`config.mk`:
```
export PLATFORM = sky130hd
export DESIGN_NAME = tgt_ddr_tx_sequencer
export DESIGN_NICKNAME = d
export VERILOG_FILES = /design/src/rtl/tgt_ddr_pkg.sv /design/src/rtl/tgt_ddr_tx_sequencer.sv
export SDC_FILE = /design/constraint.sdc
export NUM_CORES = 1
export LEC_CHECK = 0
export ABC_AREA = 0
export CAP_MARGIN = 30
export CORE_UTILIZATION = 30
export CTS_CLUSTER_SIZE = 20
export DETAILED_ROUTE_END_ITERATION = 8
export DONT_BUFFER_PORTS = 1
export GPL_ROUTABILITY_DRIVEN = 0
export HOLD_SLACK_MARGIN = 0.06
export PLACE_DENSITY = 0.5
export SLEW_MARGIN = 20
export SYNTH_ARGS = -nofsm -noshare
export SYNTH_HDL_FRONTEND = slang
export SYNTH_SLANG_ARGS = --single-unit
```
`constraint.sdc`:
```
create_clock -name i_sys_clk -period 1.9 [get_ports i_sys_clk]
set_input_delay 0.095 -clock i_sys_clk [delete_from_list [all_inputs] [get_ports i_sys_clk]]
set_output_delay 0.095 -clock i_sys_clk [all_outputs]
set_load 0.1 [all_outputs]
```
`src/rtl/tgt_ddr_pkg.sv`:
```
// Shared definitions for the target HDR-DDR path: transmitter mode codes
// (common to tx_t and the DDR CCC engine) and the read sequencer state encoding.
package tgt_ddr_pkg;

    localparam logic [2:0] MODE_PREAMBLE_ZERO   = 3'b000;
    localparam logic [2:0] MODE_PREAMBLE_ONE    = 3'b001;
    localparam logic [2:0] MODE_CRC_TOKEN       = 3'b010;
    localparam logic [2:0] MODE_SERIALIZING_BYTE = 3'b011;
    localparam logic [2:0] MODE_PAR_VALUE       = 3'b110;
    localparam logic [2:0] MODE_CRC_VALUE       = 3'b111;

    typedef enum logic [3:0] {
        ST_IDLE,
        ST_PRE_DATA,
        ST_BYTE_HI,
        ST_BYTE_LO,
        ST_PARITY,
        ST_PRE_CRC,
        ST_TOKEN,
        ST_CRC,
        ST_FINISH
    } seq_state_t;

endpackage

```
`src/rtl/tgt_ddr_tx_sequencer.sv`:
```
// Target HDR-DDR read-data sequencer: walks tx_t through preamble/data/parity
// per word, then preamble/CRC token/CRC value, stepping the reg-file read address.
//
// state    | meaning
// IDLE     | waiting for i_start
// PRE_DATA | data-word preamble (mode 001)
// BYTE_HI  | first data byte of the word (mode 011)
// BYTE_LO  | second data byte of the word (mode 011)
// PARITY   | word parity (mode 110)
// PRE_CRC  | terminating preamble (mode 000)
// TOKEN    | CRC token (mode 010)
// CRC      | CRC value (mode 111)
// FINISH   | one-cycle completion pulse, transmitter released
module tgt_ddr_tx_sequencer
    import tgt_ddr_pkg::*;
#(
    parameter int ADDR_W = 8,
    parameter int CNT_W  = 8
) (
    input  logic              i_sys_clk,
    input  logic              i_sys_rst,
    input  logic              i_start,
    input  logic [CNT_W-1:0]  i_word_count,
    input  logic [ADDR_W-1:0] i_base_addr,
    input  logic              i_abort,
    input  logic              i_tx_mode_done,
    output logic              o_tx_en,
    output logic [2:0]        o_tx_mode,
    output logic              o_regf_rd_en,
    output logic [ADDR_W-1:0] o_regf_addr,
    output logic              o_busy,
    output logic              o_done,
    output logic              o_aborted
);

    seq_state_t       state;
    logic [CNT_W-1:0] wcnt;

    always_ff @(posedge i_sys_clk) begin
        if (i_sys_rst) begin
            state        <= ST_IDLE;
            wcnt         <= '0;
            o_tx_en      <= 1'b0;
            o_tx_mode    <= MODE_PREAMBLE_ZERO;
            o_regf_rd_en <= 1'b0;
            o_regf_addr  <= '0;
            o_busy       <= 1'b0;
            o_done       <= 1'b0;
            o_aborted    <= 1'b0;
        end else begin
            o_regf_rd_en <= 1'b0;
            o_done       <= 1'b0;
            o_aborted    <= 1'b0;
            // Abort wins over a coincident mode-done; the read address is left as-is.
            if (state != ST_IDLE && i_abort) begin
                state     <= ST_IDLE;
                o_tx_en   <= 1'b0;
                o_tx_mode <= MODE_PREAMBLE_ZERO;
                o_busy    <= 1'b0;
                o_aborted <= 1'b1;
            end else begin
                case (state)
                    ST_IDLE: begin
                        if (i_start) begin
                            wcnt        <= i_word_count;
                            o_regf_addr <= i_base_addr;
                            o_tx_en     <= 1'b1;
                            o_busy      <= 1'b1;
                            if (i_word_count != '0) begin
                                state     <= ST_PRE_DATA;
                                o_tx_mode <= MODE_PREAMBLE_ONE;
                            end else begin
                                state     <= ST_PRE_CRC;
                                o_tx_mode <= MODE_PREAMBLE_ZERO;
                            end
                        end
                    end
                    ST_PRE_DATA: begin
                        if (i_tx_mode_done) begin
                            state        <= ST_BYTE_HI;
                            o_tx_mode    <= MODE_SERIALIZING_BYTE;
                            o_regf_rd_en <= 1'b1;
                        end
                    end
                    ST_BYTE_HI: begin
                        if (i_tx_mode_done) begin
                            state        <= ST_BYTE_LO;
                            o_regf_addr  <= o_regf_addr + 1'b1;
                            o_regf_rd_en <= 1'b1;
                        end
                    end
                    ST_BYTE_LO: begin
                        if (i_tx_mode_done) begin
                            state       <= ST_PARITY;
                            o_regf_addr <= o_regf_addr + 1'b1;
                            o_tx_mode   <= MODE_PAR_VALUE;
                        end
                    end
                    ST_PARITY: begin
                        if (i_tx_mode_done) begin
                            wcnt <= wcnt - 1'b1;
                            if (wcnt != CNT_W'(1)) begin
                                state     <= ST_PRE_DATA;
                                o_tx_mode <= MODE_PREAMBLE_ONE;
                            end else begin
                                state     <= ST_PRE_CRC;
                                o_tx_mode <= MODE_PREAMBLE_ZERO;
                            end
                        end
                    end
                    ST_PRE_CRC: begin
                        if (i_tx_mode_done) begin
                            state     <= ST_TOKEN;
                            o_tx_mode <= MODE_CRC_TOKEN;
                        end
                    end
                    ST_TOKEN: begin
                        if (i_tx_mode_done) begin
                            state     <= ST_CRC;
                            o_tx_mode <= MODE_CRC_VALUE;
                        end
                    end
                    ST_CRC: begin
                        if (i_tx_mode_done) begin
                            state     <= ST_FINISH;
                            o_tx_en   <= 1'b0;
                            o_tx_mode <= MODE_PREAMBLE_ZERO;
                            o_done    <= 1'b1;
                        end
                    end
                    ST_FINISH: begin
                        state  <= ST_IDLE;
                        o_busy <= 1'b0;
                    end
                    default: begin
                        state     <= ST_IDLE;
                        o_tx_en   <= 1'b0;
                        o_tx_mode <= MODE_PREAMBLE_ZERO;
                        o_busy    <= 1'b0;
                    end
                endcase
            end
        end
    end

endmodule

```
# [Word level (Yosys, flattened, before mapping)]
# Index checks and enable logic that the tools add are counted.
# Widths: inputs -> output; s select.
[classes] n_addsub=2 n_eq_ne=18 muxes=33 bitwise_logic=6 reduce_logical=20
[ops] op="$mux 4" n=8
[ops] op="$mux 8" n=4
[ops] op="$pmux 4 s8" n=1
[ops] op="$pmux 8 s2" n=2
[ops] op="$mux 3" n=9
[ops] op="$pmux 3 s8" n=1
[ops] op="$eq 4x3->1 const B" n=4
[ops] op="$ne 2x2->1 const B" n=8
[ops] op="$reduce_and 8->1" n=2
[ops] op="$reduce_or 7->1" n=2
[ops] op="$add 8x1->8 const B" n=1
[ops] op="$eq 4x2->1 const B" n=2
[ops] op="$ne 8x1->1 const B" n=1
[ops] op="$reduce_and 4->1" n=2
[ops] op="$reduce_bool 8->1" n=1
[ops] op="$reduce_or 2->1" n=4
[ops] op="$sub 8x1->8 const B" n=1
[ops] op="$mux 1" n=6
[ops] op="$not 1->1" n=6
[ops] op="$reduce_or 3->1" n=2
[ops] op="$eq 4x1->1 const B" n=1
[ops] op="$eq 4x4->1 const B" n=1
[ops] op="$logic_not 4->1" n=1
[ops] op="$reduce_bool 2->1" n=2
[ops] op="other kinds (7)" n=7
[word_totals] reg_bits=28 out_inout_bits=16 word_cells=88

# [Depth between registers and ports, before layout]
[logic_depth] ltp_word=4 ltp_mapped=7

# [Least setup slack after synthesis]
# No wires, ideal clock.
[synth_path] path_kind="reg2reg" from="register o_regf_addr[0]" to="register o_regf_addr[4]" setup_time_ns=0.074 t_arrival_ns=2.103 required_ns=1.826 path_slack_ns=-0.278 path_stages_with_launch=6 path_cell_list="dfxtp_1 > ha_1 > nand3_1 > a2111oi_0 > o21ai_0 > a31oi_1"
[synth_via] elab_chain_cells=3
[synth_lines] element="start, declared" line_no="tgt_ddr_tx_sequencer.sv:30" rtl="output logic [ADDR_W-1:0] o_regf_addr,"
[synth_lines] element="start signal, assigned" line_no="tgt_ddr_tx_sequencer.sv:66" rtl="o_regf_addr <= i_base_addr;"
[synth_lines] element="start signal, assigned" line_no="tgt_ddr_tx_sequencer.sv:88" rtl="o_regf_addr <= o_regf_addr + 1'b1;"
[synth_lines] element="start signal, assigned" line_no="tgt_ddr_tx_sequencer.sv:95" rtl="o_regf_addr <= o_regf_addr + 1'b1;"
[synth_lines] element="$add 8x1->8" line_no="tgt_ddr_tx_sequencer.sv:88, tgt_ddr_tx_sequencer.sv:95"
[synth_lines] element="$mux 8" line_no="tgt_ddr_tx_sequencer.sv:86, tgt_ddr_tx_sequencer.sv:93"
[synth_lines] element="$pmux 8 s2" line_no="tgt_ddr_tx_sequencer.sv:62" rtl="case (state)"
# No other way between the ends. The select of a mux whose other input is x is not followed.
# A chain may end at the register's enable or synchronous reset.

# [Worst setup path after layout]
[layout_path] from="register state[0]" to="register state[2]"
[layout_via] elab_chain_cells=3 word_cells_on_any_way=21
[layout_lines] element="start, declared" line_no="tgt_ddr_tx_sequencer.sv:36" rtl="seq_state_t state;"
[layout_lines] element="start signal, assigned" line_no="tgt_ddr_tx_sequencer.sv:41" rtl="state <= ST_IDLE;"
[layout_lines] element="start signal, assigned" line_no="tgt_ddr_tx_sequencer.sv:56" rtl="state <= ST_IDLE;"
[layout_lines] element="start signal, assigned" line_no="tgt_ddr_tx_sequencer.sv:70" rtl="state <= ST_PRE_DATA;"
[layout_lines] element="$eq 4x2->1 (tied with other cells)" line_no="tgt_ddr_tx_sequencer.sv:62"
[layout_lines] element="$ne 2x2->1 (no source line) / $logic_and 1x1->1 (equally long branches)"
[layout_lines] element="$reduce_and 8->1 (no source line) / $reduce_or 2->1 (equally long branches)"
# Parallel ways exist; a longest one is shown, timed or not.

==> flow_summary_export.csv <==
group,metric,value,unit
status,run_status,"completed",
sta,worstMarginPinSlew,0.7557,ns
clocking,cts_tree,"yes",
logic_synthesis,yosysUniqueCellTypes,57,
critical_path,reg2reg_slack,0.17,ns
sta,finClkSkew,0.01185,ns
clocking,clock_path_buffers,2,
sta,fmax,579.7,MHz
logic_synthesis,synth_warnings,0,
floorplanning,die_h,79.04,um
sta,timing.final.crit_share,0.9079,
route,drc,0,
critical_path,worstSetupPathType,"reg2reg",
finish,synthToLayoutAreaGrowth,23.05,%
sta,finalMaxSlewViolations,0,
critical_path,critPathMaxFanout,12,
route,vias_per_cell,5.367,
critical_path,worstPathArrival,1.90,ns
critical_path,critPathCapture,"state[2]",
pwr,power.total,3567,uW
critical_path,crit_chain,"or3_1 -> a211oi_2 -> inv_1 -> o221a_2",
logic_synthesis,yosys.area_share.adder,0.02108,
finish,utilization,0.3907,
critical_path,r2r-start,"state[0]",
critical_path,endpoint_kind,"flop",
logic_synthesis,postSynthCellCount,225,
global_routing,track_usage,0.1561,
critical_path,critPathMaxStageDelay,0.45,ns
logic_synthesis,synth_area,1780,um^2
critical_path,r2r_cells,4,
pwr,ir_drop,617.4,uV
global_routing,grt_pass1_wl,7824,um
logic_synthesis,synth-xor-area-share,0.01968,
critical_path,reg2reg_to,"state[2]",
floorplanning,rows,27,
route,via_count,1739,
floorplanning,start_util,0.3175,
global_routing,grt_overflow,0,
logic_synthesis,synth-seq-area-share,0.3148,
finish,antenna_cells,0,
finish,layout.nets,277,
clocking,clk_latency,0.28,ns
sta,max-slew-margin-rel,0.4945,
finish,final_area,2191,um^2
placed_design,dp_hpwl,3348,um
logic_synthesis,ys_ff_latch,28,
logic_synthesis,synth_top_family_by_area,"simple AND/OR/NAND/NOR gates",
route,drtPass1Iterations,4,
sta,rsz0062_at_grt,"false",
sta,fin_setup_tns,0,ns
placed_design,port_buffers,0,
critical_path,path_buf_inv,1,
global_routing,grt_start_max_net_pins,22,
floorplanning,io_pins,37,
hold_path,hp-class,"in2reg",
sta,final_hold_viol_count,0,
sta,holdWs,0.08593,ns
clocking,htreeDepth,1,
floorplanning,coreArea,5608,um^2
critical_path,worstPathRequired,2.07,ns
clocking,cts_root_buf,"clkbuf_8",
logic_synthesis,synth_enable_flop_cells,0,
placed_design,placed_cell_area,1998,um^2
clocking,cts_made_buffers,3,
clocking,cts.sinks,28,
pwr,p_per_area,1628,nW/um^2
logic_synthesis,synthMuxAreaShare,0.01687,
global_routing,grt_pass1_vias,1672,
logic_synthesis,synth.avg_cell_area,7.913,um^2
critical_path,slowest_stage,"or3_1",
critical_path,path_delay_family,"compound AO/OA/AOI/OAI gates",
route,drt_iter0_drc,69,
logic_synthesis,synth_ff_type,"dfxtp_1",
logic_synthesis,synth_async_sr_flop_share,0,
sta,setup_viol,0,
route,wl_per_cell,14.32,um
logic_synthesis,synth_fp_nets,249,
pwr,power.leakage,0.0008189,uW
floorplanning,die_x,79.04,um
sta,finalCriticalPeriod,1.725,ns
critical_path,path_depth,4,
critical_path,startpoint_type,"flop",
finish,drive_gt1_frac,0.1825,
floorplanning,dieArea,6247,um^2
critical_path,setup.worst_path.start,"state[0]",
clocking,cts.clk_slew.worst_paths,0.11,ns
logic_synthesis,synth_compound_area_frac,0.2523,
logic_synthesis,yosys.area_share.simple,0.3043,
finish,n_fill_cell,602,
flow_run,drv_cap,0,
route,routed_wl,4639,um
route,postRouteAntennaNets,0,
global_routing,grt_antenna_before_repair,0,
power by group:
| group | switching [uW] | leakage (uW) | internal (uW) | total, uW |
|---|---|---|---|---|
| logic | 1390 | 0.000552 | 750 | 2140 |
| registers | 182 | 0.000231 | 757 | 939 |
| clock network | 202 | 0.0000357 | 282 | 485 |
| total | 1780 | 0.000819 | 1790 | 3570 |
Yosys cell counts (2+ instances only):
cell type / count / area share
nor4b_1: 3 / 0.015
nand4_1: 4 / 0.014
or2_2: 3 / 0.011
xnor2_1: 3 / 0.015
or3b_1: 2 / 0.0098
o32ai_1: 3 / 0.015
a31oi_1: 4 / 0.014
nand3_1: 7 / 0.020
nand2b_1: 6 / 0.021
a21oi_1: 18 / 0.051
o21ai_0: 15 / 0.042
and2_1: 2 / 0.0070
nor4_1: 6 / 0.021
mux2i_1: 3 / 0.017
and2_0: 3 / 0.011
nor2_1: 15 / 0.032
nor2b_1: 4 / 0.014
buf_2: 5 / 0.014
buf_6: 4 / 0.025
nor3_1: 6 / 0.017
nand3b_1: 5 / 0.021
clkbuf_1: 5 / 0.011
ha_1: 3 / 0.021
dfxtp_1: 28 / 0.31
inv_1: 5 / 0.011
o21a_1: 5 / 0.021
a311oi_1: 4 / 0.020
a211oi_1: 3 / 0.013
buf_1: 3 / 0.0063
nand2_1: 18 / 0.038
and3_1: 2 / 0.0070
a21o_1: 2 / 0.0084
nor3b_1: 2 / 0.0084
state kept, by name (all words and copies together), names as in the netlist:
register	count
state	4
o_aborted	1
o_tx_en	1
wcnt	8
o_regf_addr	8
o_done	1
o_busy	1
o_regf_rd_en	1
o_tx_mode	3
tightest hold or removal path: stages:
cell and delay [ns]:
nor4b_1 0.02, o21ai_0 0.14, a31oi_1 0.07
cell families after synthesis:
logic type	count (synthesis)
muxes	3
buffers and inverters	23
DFF	28
adders and majority gates	3
and+or+nand+nor	96
xor gates and xnor gates	4
AOI/OAI and AO/OA	68
cell type report:
class                   count  area (um^2)  area share
well taps                  72        90.09     0.04112
clock inverters             1        30.03     0.01371
multi-input cells         174         1097      0.5009
inverters                   5        18.77    0.008567
repair buffers             41        347.8      0.1588
clock buffers               3        41.29     0.01885
flip-flops and latches     28        565.5      0.2581
cell usage in the layout (no fill, tap or decap), types with 4 or more instances in the layout:
cell type,instances
a311oi_1,4
dlygate4sd3_1,11
nor2b_1,4
o21ai_0,15
nor2_1,15
nand4_1,4
nor4_1,6
a31oi_1,4
nand3_1,7
inv_1,5
nand2b_1,6
a21oi_1,18
nand3b_1,5
o21a_1,5
nor3_1,6
nand2_1,18
dfxtp_1,24
dfxtp_2,4
buf_4,29
layer usage:
layer / vias up / global-route usage / wire length, um
met3: 2 / 0.03678 / 226
met4: 0 / 0.03273 / 23
met2: 31 / 0.2534 / 2119
met5: - / 0 / 0
met1: 813 / 0.2091 / 2270
li1: 893 / - / -
worst min-delay path by stage:
stage                        start              to  cells past startpoint
finish                     i_abort         wcnt[3]                      3
global route        i_tx_mode_done        state[1]                      3
CTS                 i_tx_mode_done        state[1]                      3
detailed placement       i_sys_rst  o_regf_addr[2]                      1
global placement         i_sys_rst  o_regf_addr[3]                      1
floorplan                  i_abort       o_aborted                      2
stage by stage:
stage | worst slack [ns] | cells
3_5_place_dp | 0.1782 | 308
3_3_place_gp | 0.2001 | 308
5_1_grt | 0.03129 | 324
6_report | 0.1749 | 324
4_1_cts | 0.1200 | 323
2_1_floorplan | 0.05911 | 225
repair_timing:
action                                  4_1_cts  5_1_grt
endpoints found under the setup margin        0        3
resized for setup                             0        1
hold endpoints to repair                     19        0
setup buffers                                 0        1
hold buffers                                 11        0
No activity file was read; power rests on OpenSTA's default activity.
